`src/rtl/pc_sequencer_if.sv`:
```
// Fetch-control bundle between the PC sequencer and the rest of the core.
// The slave modport is the sequencer's view of the bundle. The master modport is the driving side.
interface pc_sequencer_if;
  logic [31:0] pc_cur;
  logic        hazard_stall;
  logic        br_taken;
  logic [31:0] br_target;
  logic        halt_req;
  logic        resume;
  logic [31:0] pc_next;
  logic        pc_enable;
  logic        stall_if_id;
  logic        flush_if_id;
  logic        flush_id_ex;
  logic        halted;
  logic [15:0] stall_cnt;

  modport slave (
    input  pc_cur, hazard_stall, br_taken, br_target, halt_req, resume,
    output pc_next, pc_enable, stall_if_id, flush_if_id, flush_id_ex, halted, stall_cnt
  );

  modport master (
    output pc_cur, hazard_stall, br_taken, br_target, halt_req, resume,
    input  pc_next, pc_enable, stall_if_id, flush_if_id, flush_id_ex, halted, stall_cnt
  );
endinterface

```
`src/rtl/pc_sequencer.sv`:
```
// Fetch-stage PC controller: boot, load-use stall, branch redirect and ebreak halt/drain/resume.
// Outputs are combinational from registered state plus current inputs, so control acts in the same cycle.
module pc_sequencer #(
  parameter logic [31:0] RESET_VECTOR = 32'h0000_0000,
  parameter int unsigned BOOT_CYCLES  = 4,
  parameter int unsigned DRAIN_CYCLES = 3
) (
  input  logic            clk,
  input  logic            rst,
  pc_sequencer_if.slave   bus
);

  typedef enum logic [1:0] {
    ST_BOOT,
    ST_RUN,
    ST_DRAIN,
    ST_HALT
  } state_t;

  localparam logic [3:0] BOOT_LAST  = 4'(BOOT_CYCLES - 1);
  localparam logic [3:0] DRAIN_LAST = 4'(DRAIN_CYCLES - 1);

  state_t      state_q, state_d;
  logic [3:0]  cnt_q, cnt_d;
  logic [31:0] saved_pc_q, saved_pc_d;
  logic [15:0] stall_cnt_q, stall_cnt_d;

  logic [31:0] pc_next;
  logic        pc_enable;
  logic        stall_if_id;
  logic        flush_if_id;
  logic        flush_id_ex;
  logic        halted;
  logic [31:0] br_aligned;

  assign br_aligned = bus.br_target & 32'hFFFF_FFFC;

  always_comb begin
    state_d     = state_q;
    cnt_d       = cnt_q;
    saved_pc_d  = saved_pc_q;
    stall_cnt_d = stall_cnt_q;
    pc_next     = bus.pc_cur;
    pc_enable   = 1'b0;
    stall_if_id = 1'b0;
    flush_if_id = 1'b0;
    flush_id_ex = 1'b0;
    halted      = 1'b0;

    case (state_q)
      ST_BOOT: begin
        pc_next     = RESET_VECTOR;
        pc_enable   = 1'b1;
        flush_if_id = 1'b1;
        flush_id_ex = 1'b1;
        cnt_d       = cnt_q + 4'd1;
        if (cnt_q == BOOT_LAST) begin
          cnt_d   = 4'd0;
          state_d = ST_RUN;
        end
      end

      ST_RUN: begin
        // A taken branch squashes the younger instructions that raised halt/stall.
        if (bus.br_taken) begin
          pc_next     = br_aligned;
          pc_enable   = 1'b1;
          flush_if_id = 1'b1;
          flush_id_ex = 1'b1;
        end else if (bus.halt_req) begin
          flush_if_id = 1'b1;
          saved_pc_d  = bus.pc_cur;
          cnt_d       = 4'd0;
          state_d     = ST_DRAIN;
        end else if (bus.hazard_stall) begin
          stall_if_id = 1'b1;
          flush_id_ex = 1'b1;
          if (stall_cnt_q != 16'hFFFF) begin
            stall_cnt_d = stall_cnt_q + 16'd1;
          end
        end else begin
          pc_next   = bus.pc_cur + 32'd4;
          pc_enable = 1'b1;
        end
      end

      ST_DRAIN: begin
        flush_if_id = 1'b1;
        // An older branch still resolving in EX retargets where we resume.
        if (bus.br_taken) begin
          saved_pc_d  = br_aligned;
          flush_id_ex = 1'b1;
        end
        cnt_d = cnt_q + 4'd1;
        if (cnt_q == DRAIN_LAST) begin
          cnt_d   = 4'd0;
          state_d = ST_HALT;
        end
      end

      ST_HALT: begin
        halted      = 1'b1;
        flush_if_id = 1'b1;
        if (bus.resume) begin
          pc_next   = saved_pc_q;
          pc_enable = 1'b1;
          halted    = 1'b0;
          state_d   = ST_RUN;
        end
      end

      default: begin
        state_d = ST_BOOT;
      end
    endcase

    if (rst) begin
      pc_next     = RESET_VECTOR;
      pc_enable   = 1'b1;
      stall_if_id = 1'b0;
      flush_if_id = 1'b1;
      flush_id_ex = 1'b1;
      halted      = 1'b0;
    end
  end

  always_ff @(posedge clk) begin
    if (rst) begin
      state_q     <= ST_BOOT;
      cnt_q       <= 4'd0;
      saved_pc_q  <= RESET_VECTOR;
      stall_cnt_q <= 16'd0;
    end else begin
      state_q     <= state_d;
      cnt_q       <= cnt_d;
      saved_pc_q  <= saved_pc_d;
      stall_cnt_q <= stall_cnt_d;
    end
  end

  assign bus.pc_next     = pc_next;
  assign bus.pc_enable   = pc_enable;
  assign bus.stall_if_id = stall_if_id;
  assign bus.flush_if_id = flush_if_id;
  assign bus.flush_id_ex = flush_id_ex;
  assign bus.halted      = halted;
  assign bus.stall_cnt   = stall_cnt_q;

endmodule

```
`src/flat_wrapper.sv`:
```
// flat-port wrapper written by rule: the top's interface ports become plain ports
module pc_sequencer_flat 
#(
  parameter logic [31:0] RESET_VECTOR = 32'h0000_0000,
  parameter int unsigned BOOT_CYCLES  = 4,
  parameter int unsigned DRAIN_CYCLES = 3
)
  (clk, rst, bus_pc_cur, bus_hazard_stall, bus_br_taken, bus_br_target, bus_halt_req, bus_resume, bus_pc_next, bus_pc_enable, bus_stall_if_id, bus_flush_if_id, bus_flush_id_ex, bus_halted, bus_stall_cnt);
  pc_sequencer_if bus_i ();
  input  logic clk;
  input  logic rst;
  input wire logic [$bits(bus_i.pc_cur)-1:0] bus_pc_cur;
  input wire logic [$bits(bus_i.hazard_stall)-1:0] bus_hazard_stall;
  input wire logic [$bits(bus_i.br_taken)-1:0] bus_br_taken;
  input wire logic [$bits(bus_i.br_target)-1:0] bus_br_target;
  input wire logic [$bits(bus_i.halt_req)-1:0] bus_halt_req;
  input wire logic [$bits(bus_i.resume)-1:0] bus_resume;
  output wire logic [$bits(bus_i.pc_next)-1:0] bus_pc_next;
  output wire logic [$bits(bus_i.pc_enable)-1:0] bus_pc_enable;
  output wire logic [$bits(bus_i.stall_if_id)-1:0] bus_stall_if_id;
  output wire logic [$bits(bus_i.flush_if_id)-1:0] bus_flush_if_id;
  output wire logic [$bits(bus_i.flush_id_ex)-1:0] bus_flush_id_ex;
  output wire logic [$bits(bus_i.halted)-1:0] bus_halted;
  output wire logic [$bits(bus_i.stall_cnt)-1:0] bus_stall_cnt;
  assign bus_i.pc_cur = bus_pc_cur;
  assign bus_i.hazard_stall = bus_hazard_stall;
  assign bus_i.br_taken = bus_br_taken;
  assign bus_i.br_target = bus_br_target;
  assign bus_i.halt_req = bus_halt_req;
  assign bus_i.resume = bus_resume;
  assign bus_pc_next = bus_i.pc_next;
  assign bus_pc_enable = bus_i.pc_enable;
  assign bus_stall_if_id = bus_i.stall_if_id;
  assign bus_flush_if_id = bus_i.flush_if_id;
  assign bus_flush_id_ex = bus_i.flush_id_ex;
  assign bus_halted = bus_i.halted;
  assign bus_stall_cnt = bus_i.stall_cnt;
  pc_sequencer #(.RESET_VECTOR(RESET_VECTOR), .BOOT_CYCLES(BOOT_CYCLES), .DRAIN_CYCLES(DRAIN_CYCLES)) u_core (.clk(clk), .rst(rst), .bus(bus_i));
endmodule
```
`config.mk`:
```
export PLATFORM = sky130hd
export DESIGN_NAME = pc_sequencer_flat
export DESIGN_NICKNAME = d
export VERILOG_FILES = /design/src/rtl/pc_sequencer_if.sv /design/src/rtl/pc_sequencer.sv /design/src/flat_wrapper.sv
export SDC_FILE = /design/constraint.sdc
export NUM_CORES = 1
export LEC_CHECK = 0
export BUFFER_PORTS_ARGS = -buffer_cell sky130_fd_sc_hd__buf_4
export CAP_MARGIN = 10
export CORE_ASPECT_RATIO = 1.1
export CORE_MARGIN = 2
export CORE_UTILIZATION = 50
export DETAILED_ROUTE_END_ITERATION = 12
export PLACE_DENSITY = 0.78
export SLEW_MARGIN = 20
export SYNTH_ARGS = -nofsm -noshare
export SYNTH_HDL_FRONTEND = slang
export SYNTH_SLANG_ARGS = --single-unit
```
`constraint.sdc`:
```
create_clock -name clk -period 3.4 [get_ports clk]
set_input_delay 0.51 -clock clk [delete_from_list [all_inputs] [get_ports clk]]
set_output_delay 0.51 -clock clk [all_outputs]
set_load 0.03 [all_outputs]
```
==> run metrics, run 1 <==
Sw Ratio 43.6%; H-tree lvl count 2; worst-margin pin slew 871 ps; Iter 0 DRT Violations between 400 and 500; Final period util 94.3%; CP arrival between 2000 and 3000 ps; cell row count 36; PostCTS Resize Cnt 0; Detail Placement HPWL 9920 µm; first-pass GRT wire length about 22000 µm; most used flip-flop cell after synthesis dfxtp_1; hold-critical path depth 2; clk slew on worst S/H paths ~110 ps; cell with the most instances after synthesis nor2_1; core box area slightly below 9000 µm²; FF/Latch Area around 1100 µm²; Setup crit start kind flip-flop; Die Area roughly 9900 µm²; Slew HR 41.9%; clock power share ~17%; drt first pass iters 7; hold crit path type flip-flop to flip-flop; Hold-fix buffers, CTS 0; Final GP Congestion about 0.9; final clock skew about 6.5 ps; share of cells above drive strength 1 between 20% and 30%; Total Nets Final approximately 760; vias in the first global route about 4600; Routed WL per cell between 15 and 20 µm; status completed; warnings from Yosys 0; CTS sink cnt 54; CTS buffer count 5; fillers 791; Buffers on Ports 120; all-layer global routing usage roughly 28%; maximum VDD drop around 0.00022 V; Starting Density 51.2%; worst r2r path cells 8; Synthesized Nets 671; CP Max Fanout 27; largest net degree at the start of global routing 59; grt ovf 0; max cap viols 0; Yosys reg bits 54; fmax approximately 310 MHz; multi-input logic area around 3200 µm²; Final setup viols 0; ys async rst share 0%; # DRC 0; Logic pwr share between 50% and 60%; Critical Path Sink Type output pin; cell internal pwr ~1400 µW; Final Hold Vio Count 0; final WL roughly 14000 µm; Slew Viols, Final 0; Synth top cells by count 77 x nor2_1, 54 x dfxtp_1, 41 x nand2_1; sequential-to-total area share from yosys stat between 20% and 30%; worst path required time slightly below 3000 ps; Root Driver clkbuf_8; top cell type's share of synthesized area a little under a quarter; die extent in y about 100 µm; Final ANT Viol Nets 0; DR vias/cell 6.34; Post-synth EDFFs 0; Mapped Cells 591; # diodes 0; Reg power frac a little under a third; clock buffer depth 2; CTS tree done; RSZ-0062 raised after global routing no; Layout area overhead 22.7%; Post-CTS Setup Inserts 0; Cell Pwr Density around 440 nW/µm²; Worst-Skew Late Latency 340 ps; routed vias between 5000 and 6000; I/O pins between 100 and 150; mean post-synth cell area just under 8 µm²; critical setup path kind flip-flop to output pin; Net Sw Power 1070 µW; die width between 90 and 100 µm; Yosys top cell by area dfxtp_1; total power 2450 µW; initial antenna violation count 0; Setup Total Neg Slack 0 ps; Yosys cell types 65; Pleak approximately 0.0020 µW; Mapped Area approximately 4500 µm²; fin crit period around 3200 ps; top cells by area, synth dfxtp_1 24%, mux2i_1 7.3%, a211oi_1 6.4%
logic make-up (layout without fill, tap and decap cells):
| family | count (synthesis) | in the layout | synth area share (%) |
|---|---|---|---|
| flip-flops | 54 | 54 | 23.8 |
| buffers and inverters | 68 | 159 | 6.60 |
| multiplexers | 50 | 50 | 11.5 |
| adder cells (fa/ha/maj) | 10 | 10 | 2.75 |
| AND/OR/NAND/NOR | 219 | 219 | 24.6 |
| AO/OA/AOI/OAI | 169 | 169 | 26.7 |
| XOR/XNOR | 21 | 21 | 4.05 |
path summary, 6_finish.rpt:
kind	slack (ps)	to	from
hold reg to reg	500	u_core.saved_pc_q[17]	u_core.saved_pc_q[17]
setup / recovery	190	bus_pc_next[15]	u_core.state_q[0]
setup reg to reg	1120	u_core.bus.stall_cnt[15]	u_core.state_q[0]
hold / removal	500	u_core.saved_pc_q[17]	u_core.saved_pc_q[17]
metal layers:
| layer | wire length [µm] | track usage, % | vias up |
|---|---|---|---|
| met5 | 0 | 0 | - |
| met4 | 422 | 10.2 | 0 |
| met3 | 975 | 3.48 | 37 |
| met2 | 6570 | 46.3 | 221 |
| met1 | 5920 | 35.8 | 2389 |
| li1 | - | - | 2400 |
area by class of cell:
class	instances	area share [%]
multi-input combinational	469	56.8
sequential	54	19.4
timing repair buffer	137	18.7
tap	114	2.56
clock buffer	5	1.23
inverter	14	0.942
clock inverter	3	0.471
layout by cell type (no fill, tap or decap), drive strengths merged, types with 15 or more instances in the layout:
| master | netlist | layout |
|---|---|---|
| buf | 24 | 137 |
| o21ai | 30 | 30 |
| a221oi | 15 | 15 |
| nor2 | 77 | 77 |
| nand3 | 20 | 20 |
| inv | 14 | 16 |
| mux2i | 33 | 33 |
| dfxtp | 54 | 54 |
| xnor2 | 15 | 15 |
| a211oi | 39 | 39 |
| nand4 | 19 | 19 |
| a21oi | 28 | 28 |
| nand2 | 41 | 41 |
| mux2 | 17 | 17 |
registers in the layout (all words and copies together) (netlist names):
signal and count:
u_core.bus.stall_cnt 16, u_core.cnt_q 4, u_core.saved_pc_q 32, u_core.state_q 2
metrics by stage:
stage / hold WS, ps / cell area [µm²] / util (%) / cells / worst slack, ps
4_1_cts: 505 / 5580 / 62.9 / 796 / 241
5_1_grt: 526 / 5580 / 62.9 / 796 / 31.2
2_1_floorplan: 461 / 4550 / - / 591 / 543
3_5_place_dp: 489 / 5490 / 61.8 / 788 / 367
3_3_place_gp: 478 / 5490 / 61.8 / 788 / 403
6_report: 501 / 5580 / 62.9 / 796 / 193
worst max-delay path, cell delays in order (launching register included):
cell and delay [ps]:
dfxtp_1 480, inv_1 130, ha_2 240, inv_1 640, o21ai_0 210, o311ai_1 410
buf_4 240
power groups by stage:
| stage | sequential [µW] | clock [µW] | combinational [µW] |
|---|---|---|---|
| after CTS | 773 | 423 | 1240 |
| after global routing | 785 | 451 | 1370 |
| after detailed placement | 787 | 0 | 1240 |
| final | 776 | 418 | 1250 |
| after floorplan | 775 | 0 | 867 |
| after global placement | 783 | 0 | 1210 |
Note: power is estimated with default switching activity, not from simulation.
==> run 2: changes to the inputs <==
CORE_UTILIZATION = 58   (was 50)
PLACE_DENSITY = 0.88   (was 0.78)
TNS_END_PERCENT = 10   (was default)
==> run 2 against run 1 <==
Against the previous run: clock power fell by 2%; combinational power barely moved; critical path type unchanged; via count rose by 3.0%; hold slack improved by 6.8 ps; global-route usage rose by 4.7 points.
==> run metrics, run 2 (synthesized netlist as in run 1, its figures left out) <==
drt first pass iters 6 (was 7); Final Core Density 74.4% (was 62.9%); Root Driver clkbuf_8 (unchanged); first-pass GRT wire length 22900 µm (was 22100 µm); hold crit path type flip-flop to flip-flop (unchanged); worst reg2reg path startpoint u_core.state_q[0] (unchanged); grt ovf 0 (unchanged); FF-to-FF End u_core.saved_pc_q[15] (was u_core.bus.stall_cnt[15]); vias in the first global route 4853 (was 4573); CTS tree done (unchanged); core box area 7510 µm² (was 8870 µm²); crit-path max cell delay 560 ps (was 640 ps); Final ANT Viol Nets 0 (unchanged); # DRC 0 (unchanged); crit path capture bus_pc_next[15] (unchanged); maximum VDD drop 0.000263 V (was 0.000223 V); fmax 314 MHz (was 312 MHz); all-layer global routing usage 32.3% (was 27.6%); Slew Viols, Final 0 (unchanged); share of cells above drive strength 1 26.4% (was 26.1%); Total Nets Final 764 (was 761); worst r2r path cells 7 (was 8); CTS sink cnt 54 (unchanged); Buffers on Ports 120 (unchanged); Routed WL per cell 17.7 µm (was 17.5 µm); clock power share 16.7% (was 17.1%); status completed (unchanged); Final period util 93.5% (was 94.3%); Hold-fix buffers, CTS 0 (unchanged); largest net degree at the start of global routing 50 (was 59); clk slew on worst S/H paths 120 ps (was 110 ps); Setup crit start kind flip-flop (unchanged); Reg power frac 31.7% (about the same); Setup Total Neg Slack 0 ps (unchanged); worst path required time 2890 ps (about the same); I/O pins 123 (unchanged); die extent in y 96.9 µm (was 104 µm); cell internal pwr 1390 µW (was 1380 µW); worst-margin pin slew 919 ps (was 871 ps); final clock skew 7.82 ps (was 6.47 ps); Most flops, register u_core.saved_pc_q (unchanged); # diodes 0 (unchanged); CTS buffer count 5 (unchanged); Starting Density 60.5% (was 51.2%); clock buffer depth 2 (unchanged); Final Hold Vio Count 0 (unchanged); final WL 14000 µm (was 13900 µm); Pleak 0.00202 µW (was 0.00200 µW); worst-path cell chain inv_1 -> ha_2 -> nor2_1 -> a22oi_1 -> or2_2 -> o311ai_1 -> buf_4 (was inv_1 -> ha_2 -> inv_1 -> o21ai_0 -> o311ai_1 -> buf_4); Die Area 8560 µm² (was 9870 µm²); Detail Placement HPWL 10100 µm (was 9920 µm); Final GP Congestion 0.900 (was 0.896); critical setup path kind flip-flop to output pin (unchanged); Logic pwr share 51.6% (was 51.2%); DR vias/cell 6.58 (was 6.34); Slew HR 38.7% (was 41.9%); CP Max Fanout 16 (was 27); routed vias 5197 (was 5047); Cell Pwr Density 438 nW/µm² (was 439 nW/µm²); initial antenna violation count 0 (unchanged); Reg2Reg Setup Slack 370 ps (was 1120 ps); PostCTS Resize Cnt 0 (unchanged); commonest non-fill, non-tap cell in the layout buf_4 (unchanged); Final setup viols 0 (unchanged); die width 88.4 µm (was 94.9 µm); fin crit period 3180 ps (was 3210 ps); cell row count 33 (was 36); Sw Ratio 43.3% (was 43.6%); H-tree lvl count 2 (unchanged); total power 2450 µW (about the same); max cap viols 0 (unchanged); commonest non-fill, non-tap cells in the layout 139 x buf_4, 77 x nor2_1, 54 x dfxtp_1 (was 136 x buf_4, 77 x nor2_1, 54 x dfxtp_1); Critical Path Slowest Stage Cell nor2_1 (was inv_1); Largest register FFs 32 (unchanged); Critical Path Sink Type output pin (unchanged); Post-CTS Setup Inserts 0 (unchanged); CP arrival 2670 ps (was 2700 ps); Layout area overhead 23.0% (was 22.7%); RSZ-0062 raised after global routing no (unchanged); Worst-Skew Late Latency 320 ps (was 340 ps); Net Sw Power 1060 µW (was 1070 µW); Iter 0 DRT Violations 528 (was 427); Critical path origin u_core.state_q[0] (unchanged)
[run 2: cell count changes in the layout (fill, tap and decap cells not counted)]
cell	delta
buf_4	+3
inv_6	-1
inv_8	+1
[run 2: final cells by class]
type,count,area [µm²]
clock buffers,5,68.8
clock inverters,3,28.8
fillers,585,1920
inverters,14,52.6
multi-input cells,469,3170
flip-flops and latches,54,1080
well taps,105,131
repair buffers,140,1060
[run 2: critical path: cells and delay by family, from the launching register on]
family                   cells  cell delay (ps)
adder cells (fa/ha/maj)      1              340
flip-flops                   1              490
AND/OR/NAND/NOR              2              860
AO/OA/AOI/OAI                2              280
buffers and inverters        2              380
[run 2: through the flow]
step	hold WS, ps	std cells	cell area (µm²)	setup slack (ps)
finish	508	790	5590	219
global route	533	790	5590	86.7
CTS	508	790	5590	261
detailed placement	491	782	5500	496
global placement	475	782	5500	574
floorplan	461	591	4550	543
[run 2: worst min path at each step]
| stage | from | endpoint | slack (ps) | depth (start not counted) |
|---|---|---|---|---|
| after detailed placement | u_core.saved_pc_q[29] | u_core.saved_pc_q[29] | 490 | 2 |
| after global placement | u_core.saved_pc_q[0] | u_core.saved_pc_q[0] | 480 | 2 |
| after floorplan | u_core.saved_pc_q[0] | u_core.saved_pc_q[0] | 460 | 2 |
| final | u_core.saved_pc_q[12] | u_core.saved_pc_q[12] | 510 | 2 |
| after CTS | u_core.saved_pc_q[29] | u_core.saved_pc_q[29] | 510 | 2 |
| after global routing | u_core.saved_pc_q[6] | u_core.saved_pc_q[6] | 530 | 2 |
[run 2: power by group through the flow]
stage	combinational (µW)	clock, µW	sequential [µW]
4_1_cts	1250	415	775
6_report	1260	410	778
3_3_place_gp	1200	0	782
3_5_place_dp	1240	0	790
2_1_floorplan	867	0	775
5_1_grt	1370	441	786
[run 2: metal layers]
layer  vias up  track usage (%)  part of all wire (%)
met2       298             56.2                    51
met1      2450             41.0                    39
met3        30             3.84                   8.3
met4         0             10.0                   2.0
li1       2419                -                     -
met5         -                0                     0
